<file path="config.mk">
export PLATFORM = sky130hd
export DESIGN_NAME = aud_recorder
export DESIGN_NICKNAME = d
export VERILOG_FILES = /design/src/rtl/aud_recorder.sv
export SDC_FILE = /design/constraint.sdc
export NUM_CORES = 1
export LEC_CHECK = 0
export BUFFER_PORTS_ARGS = -buffer_cell sky130_fd_sc_hd__buf_2
export CAP_MARGIN = 10
export CORE_ASPECT_RATIO = 0.8
export CORE_MARGIN = 4
export CORE_UTILIZATION = 50
export CTS_BUF_LIST = sky130_fd_sc_hd__clkbuf_8
export CTS_CLUSTER_SIZE = 14
export DETAILED_ROUTE_END_ITERATION = 8
export PLACE_DENSITY_LB_ADDON = 0.3
export SETUP_SLACK_MARGIN = 0.1
export SYNTH_ARGS = -nofsm -noshare
export SYNTH_HDL_FRONTEND = slang
export SYNTH_SLANG_ARGS = --single-unit
</file>
<file path="constraint.sdc">
create_clock -name i_clk -period 4.09 [get_ports i_clk]
set_clock_uncertainty 0.15 [all_clocks]
set_input_delay 0.2045 -clock i_clk [delete_from_list [all_inputs] [get_ports i_clk]]
set_output_delay 0.2045 -clock i_clk [all_outputs]
set_load 0.005 [all_outputs]
</file>
<file path="src/rtl/aud_recorder.sv">
// Left-channel I2S capture for the WM8731 record path: one 16-bit SRAM write per
// audio frame, with start/pause/stop control and automatic halt when SRAM is full.
module aud_recorder #(
  parameter logic [19:0] ADDR_MAX = 20'hFFFFF
) (
  input  logic        i_clk,
  input  logic        i_rst,
  input  logic        i_lrc,
  input  logic        i_data,
  input  logic        i_start,
  input  logic        i_pause,
  input  logic        i_stop,
  output logic [19:0] o_address,
  output logic [15:0] o_data,
  output logic        o_valid,
  output logic [19:0] o_length,
  output logic        o_recording,
  output logic        o_full
);

  typedef enum logic [2:0] {IDLE, WAIT, SHIFT, STORE, PAUSE} state_t;

  // Sample count once the last address is written; clamps if ADDR_MAX+1 overflows 20 bits.
  localparam logic [20:0] LEN_FULL_WIDE = {1'b0, ADDR_MAX} + 21'd1;
  localparam logic [19:0] LEN_FULL      = LEN_FULL_WIDE[20] ? 20'hFFFFF : LEN_FULL_WIDE[19:0];

  state_t      state;
  logic        lrc_q;
  logic        left_edge;
  logic [15:0] shift_reg;
  logic [3:0]  bit_cnt;
  logic        last_write;

  assign left_edge = lrc_q & ~i_lrc;

  always_ff @(posedge i_clk or posedge i_rst) begin
    if (i_rst) lrc_q <= 1'b0;
    else       lrc_q <= i_lrc;
  end

  always_ff @(posedge i_clk or posedge i_rst) begin
    if (i_rst) begin
      state       <= IDLE;
      shift_reg   <= '0;
      bit_cnt     <= '0;
      last_write  <= 1'b0;
      o_address   <= '0;
      o_data      <= '0;
      o_valid     <= 1'b0;
      o_length    <= '0;
      o_recording <= 1'b0;
      o_full      <= 1'b0;
    end else begin
      o_valid <= 1'b0;

      // The cycle after a strobe commits the write; a start from IDLE below overrides it.
      if (o_valid) begin
        if (last_write) begin
          o_full   <= 1'b1;
          o_length <= LEN_FULL;
        end else begin
          o_address <= o_address + 20'd1;
          o_length  <= o_length + 20'd1;
        end
      end

      case (state)
        IDLE: begin
          if (i_start && !i_stop) begin
            state       <= WAIT;
            o_recording <= 1'b1;
            o_address   <= '0;
            o_length    <= '0;
            o_full      <= 1'b0;
          end
        end

        WAIT: begin
          if (i_stop) begin
            state       <= IDLE;
            o_recording <= 1'b0;
          end else if (i_pause) begin
            state       <= PAUSE;
            o_recording <= 1'b0;
          end else if (left_edge) begin
            state   <= SHIFT;
            bit_cnt <= '0;
          end
        end

        SHIFT: begin
          if (i_stop) begin
            state       <= IDLE;
            o_recording <= 1'b0;
          end else if (i_pause) begin
            state       <= PAUSE;
            o_recording <= 1'b0;
          end else begin
            shift_reg <= {shift_reg[14:0], i_data};
            bit_cnt   <= bit_cnt + 4'd1;
            if (bit_cnt == 4'd15) state <= STORE;
          end
        end

        // A stop landing here still lets this sample be written and counted.
        STORE: begin
          o_valid    <= 1'b1;
          o_data     <= shift_reg;
          last_write <= (o_address == ADDR_MAX);
          if (i_stop || o_address == ADDR_MAX) begin
            state       <= IDLE;
            o_recording <= 1'b0;
          end else begin
            state <= WAIT;
          end
        end

        PAUSE: begin
          if (i_stop) begin
            state <= IDLE;
          end else if (i_start) begin
            state       <= WAIT;
            o_recording <= 1'b1;
          end
        end

        default: begin
          state       <= IDLE;
          o_recording <= 1'b0;
        end
      endcase
    end
  end

endmodule

</file>
Word level (Yosys, flattened, before mapping)
Cells that the tools add are included.

Eq/ne operators: 19. Bitwise logic cells: 4. Reductions and logical operators: 10. Multiplexer cells: 37. Add/sub/neg operators: 3.

Operators with widths (number): 20-bit two-way mux (8); 20-bit by 1-bit adder with 20-bit output (second input constant) (2); 3-bit two-way mux (9); 20-bit equality test (second input constant) (1); 4-bit two-way mux (5); 2-bit inequality test (second input constant) (9); 3-bit one-hot mux with 5 select lines (1); 1-bit two-way mux (12); 4-bit inequality test (second input constant) (2); 4-bit one-hot mux with 2 select lines (1); 3-bit by 2-bit equality test with 1-bit output (second input constant) (2); 6-bit AND reduction (1); 5-bit AND reduction (1); 4-bit by 1-bit adder with 4-bit output (second input constant) (1); 4-bit equality test (second input constant) (1); 1-bit one-hot mux with 4 select lines (1); 4-bit AND reduction (1); 3-bit by 1-bit equality test with 1-bit output (second input constant) (1); 3-bit equality test (second input constant) (1); 3-bit zero test (1); 3-bit by 1-bit inequality test with 1-bit output (second input constant) (1); 3-bit inequality test (second input constant) (1); 1-bit NOT (3); 3-bit AND reduction (1); 6 further kinds (6).

Flip-flop bits (word level): 84. Logic and storage cells: 84. Output and inout port bits: 59.

Depth between registers and ports, before layout
Depth after elaboration: 6. Gate-level depth with buffers: 6. Gate-level depth less buffers: 5.

Worst setup path after synthesis
Ideal clock, no wire load.

Path type: register to register. Start point: reg o_length[0]. End point: reg o_length[14]. Data arrival time: 1.658 ns. Setup slack: 2.159 ns. Library setup time: 0.123 ns. Buffers on the path: 0. Cell stages (with the launch flop): 6. Cells stage by stage: dfrtp_1 ha_1 nand3_2 nor4_2 mux2_1 o221a_2.

Word-level cells in the longest chain between the ends: 5.

RTL lines: start, declared (RTL line 16) `output logic [19:0] o_length,`; start signal, assigned (RTL line 63) `o_length <= o_length + 20'd1;`; 20-bit by 1-bit adder with 20-bit output * (RTL line 63); 20-bit two-way mux * (RTL line 58) `if (last_write) begin`; 20-bit two-way mux * (RTL line 57) `if (o_valid) begin`; 20-bit two-way mux (RTL line 69) `if (i_start && !i_stop) begin`; 20-bit two-way mux * (RTL line 67) `case (state)`.

Mark *: on every way between the ends. The rest lies on a longest branch, timed or not. A chain may end at the register's enable or synchronous reset.

Worst setup path in the final report
Start point: reg state[0]. End point: reg o_address[2].

Word-level cells in the longest chain between the ends: 2.

RTL lines: start, declared (RTL line 27) `state_t state;`; start signal, assigned (RTL line 43) `state <= IDLE;`; start signal, assigned (RTL line 70) `state <= WAIT;`; start signal, assigned (RTL line 80) `state <= IDLE;`; 3-bit zero test (RTL line 67); 20-bit two-way mux (RTL line 67); end signal, assigned (RTL line 62) `o_address <= o_address + 20'd1;`; end, declared (RTL line 13) `output logic [19:0] o_address,`.

Every way passes these cells.

==> results.txt <==
Kind of critical path = flip-flop to flip-flop
Hold Crit Depth = 3
Hpwl dp = 6250 µm
Mapped Area = 4200 µm²
RSZ-0062 raised after global routing = false
Final nets = 473
Diodes inserted = 0
Register area = 2100 µm²
Crit path max fanout = 20
Max Cap Violations = 0
Post-synthesis register bit count = 84
Syn. warnings = 0
Io pins = 66
Fmax = 0.435 GHz
CTS tree = done
Initial antenna violation count = 0
Status = finished, final reports clean
Max Root-Sink Buffers = 2
Fin cells = 576
Placed cell count = 556
Final Hold Fails = 0
Required time of the critical path = 4.19 ns
Die H = 89.9 µm
TritonCTS buffer count = 9
Worst Hold Class = input port to flip-flop
Setup Buffers After CTS = 0
Fillers = 730
Hold buffers post-CTS = 4
Clock Sink Count = 84
Vias = 3280
CP Capture Type = flip-flop
# port buffers = 65
Area share of the largest cell type after synthesis = 50.1%
Clk_lat worst skew = 0.36 ns
Worst EP arrival = 2.40 ns
Initial core utilization = 52.1%
Routed Wire Length = 9280 µm
Placement-stage worst setup slack = 1.79 ns
Worst-case headroom to the max-slew limit = 42.1%
Combined area of the multi-input logic cells = 1930 µm²
Pleak = 2.43 nW
Seq/Total Area, Yosys = 50.1%
Clk slew on worst S/H paths = 0.08 ns
H-tree levels = 3
Proportion of layout cells with a drive suffix above 1 = 28.8%
Layout Utilization = 59.1%
Post-synth top cells = 84 x dfrtp_1, 70 x nand2_1, 27 x nor2_1, 17 x a21oi_1, 17 x mux2_2
Minimum clock period = 2.30 ns
DRC = 0
Commonest register cell after synthesis = dfrtp_1
Worst hold endpoint = state[2]
Die Wd = 110 µm
Final worst path period share = 56.2%
Fin Hold WS = 0.0528 ns
Mean Syn Cell Area = 10.4 µm²
Root Buffer = clkbuf_8
Core area = 8060 µm²
Worst-case vdd ir drop = 0.183 mV
Core Rows = 29
Cells on worst reg2reg path = 4
Hold Startpoint = i_pause
Final Slew Violations = 0
Largest regs = o_address: 20 flops, o_length: 20 flops
Register-to-register setup slack = 1.79 ns
Gpl congestion = 0.777
Worst r2r src = state[0]
Slew @ Worst Pin = 0.865 ns
Fin Setup TNS = 0 ns
Startpoint types = flip-flop
R2R Path End = o_address[2]
Tot GR Track Use = 19.1%
Syn_nets = 415
Drt pass-1 iters = 5
Setup ws final = 1.79 ns
# resized after CTS = 0
Top cells by area, synth = dfrtp_1 50%, nand2_1 6.3%, mux2_2 4.6%, nor2_1 2.4%, o221a_2 2.4%
Number of synthesized flops with an enable pin = 0
Vias per cell = 5.69
Yosys top cell by area = dfrtp_1
Final setup violation count = 0
Most frequent cell after synthesis = dfrtp_1
Wire length per cell = 16.1 µm
Largest net degree at the start of global routing = 46
First-pass GRT wire length = 15600 µm
Ys async rst share = 100%
Synth cell types = 61
Die area = 9930 µm²
Number of global-route vias before repair = 3229
Syn-to-layout area delta = 13.5%
Post-Syn Instances = 405
PwrDens = 340 nW/µm²
Post-route antenna net violation count = 0
Grt ovf = 0
Initial DRC count = 169
==> per-stage QoR <==
| step | instance area, µm² | power [mW] |
|---|---|---|
| 2_1_floorplan | 4200 | 1.03 |
| 3_3_place_gp | 4530 | 1.07 |
| 3_5_place_dp | 4530 | 1.07 |
| 4_1_cts | 4760 | 1.64 |
| 5_1_grt | 4760 | 1.71 |
| 6_report | 4760 | 1.62 |
==> routing by layer <==
metal / vias to the layer above / global-route usage, % / wire length [µm]
met5: - / 0 / 0
met4: 0 / 5.95 / 138
met3: 14 / 5.10 / 327
met2: 57 / 30.7 / 4570
met1: 1639 / 25.3 / 4240
li1: 1570 / - / -
==> cells in the final DEF (no fill, tap or decap), drive strengths merged, types with 13 or more instances in the layout <==
master / count
dfrtp: 84
nand2: 71
buf: 68
nor2: 27
mux2: 24
nand3: 18
a21oi: 17
nand4: 14
o21ai: 13
==> power by group <==
group	internal (mW)	total [mW]	switching, mW
sequential	0.860	0.906	0.0459
clock	0.242	0.561	0.319
combinational	0.0638	0.153	0.0896
==> cells by family after synthesis <==
family | Yosys count | share of synthesized area, %
xor gates and xnor gates | 11 | 2.30
buffers and inverters | 30 | 3.97
DFF | 84 | 50.1
muxes | 28 | 7.40
AOI/OAI and AO/OA | 58 | 9.57
and+or+nand+nor | 190 | 25.5
adders and majority gates | 4 | 1.13
==> area by class of cell <==
| type | instances | share of cell area [%] |
|---|---|---|
| timing repair buffer | 72 | 8.15 |
| tap | 108 | 2.84 |
| multi-input combinational | 291 | 40.5 |
| inverter | 5 | 0.420 |
| clock buffer | 10 | 2.89 |
| clock inverter | 6 | 1.02 |
| sequential | 84 | 44.2 |
==> worst max-delay path, stage by stage, from the launching register on <==
cell and delay (ns):
dfrtp_1 0.50, nor4b_2 0.39, nor2b_2 0.78, buf_4 0.30, nor2_1 0.07
==> how the worst max path moves through the flow <==
stage,start,end,slack [ns],cells past startpoint
6_report,state[0],o_address[2],1.79,4
5_1_grt,state[0],o_address[14],1.61,4
4_1_cts,i_stop,o_address[2],1.80,6
3_5_place_dp,state[0],o_address[16],1.79,4
3_3_place_gp,state[0],o_address[2],1.87,4
2_1_floorplan,i_rst,bit_cnt[0],1.57,1
No activity file was read; power rests on OpenSTA's default activity.
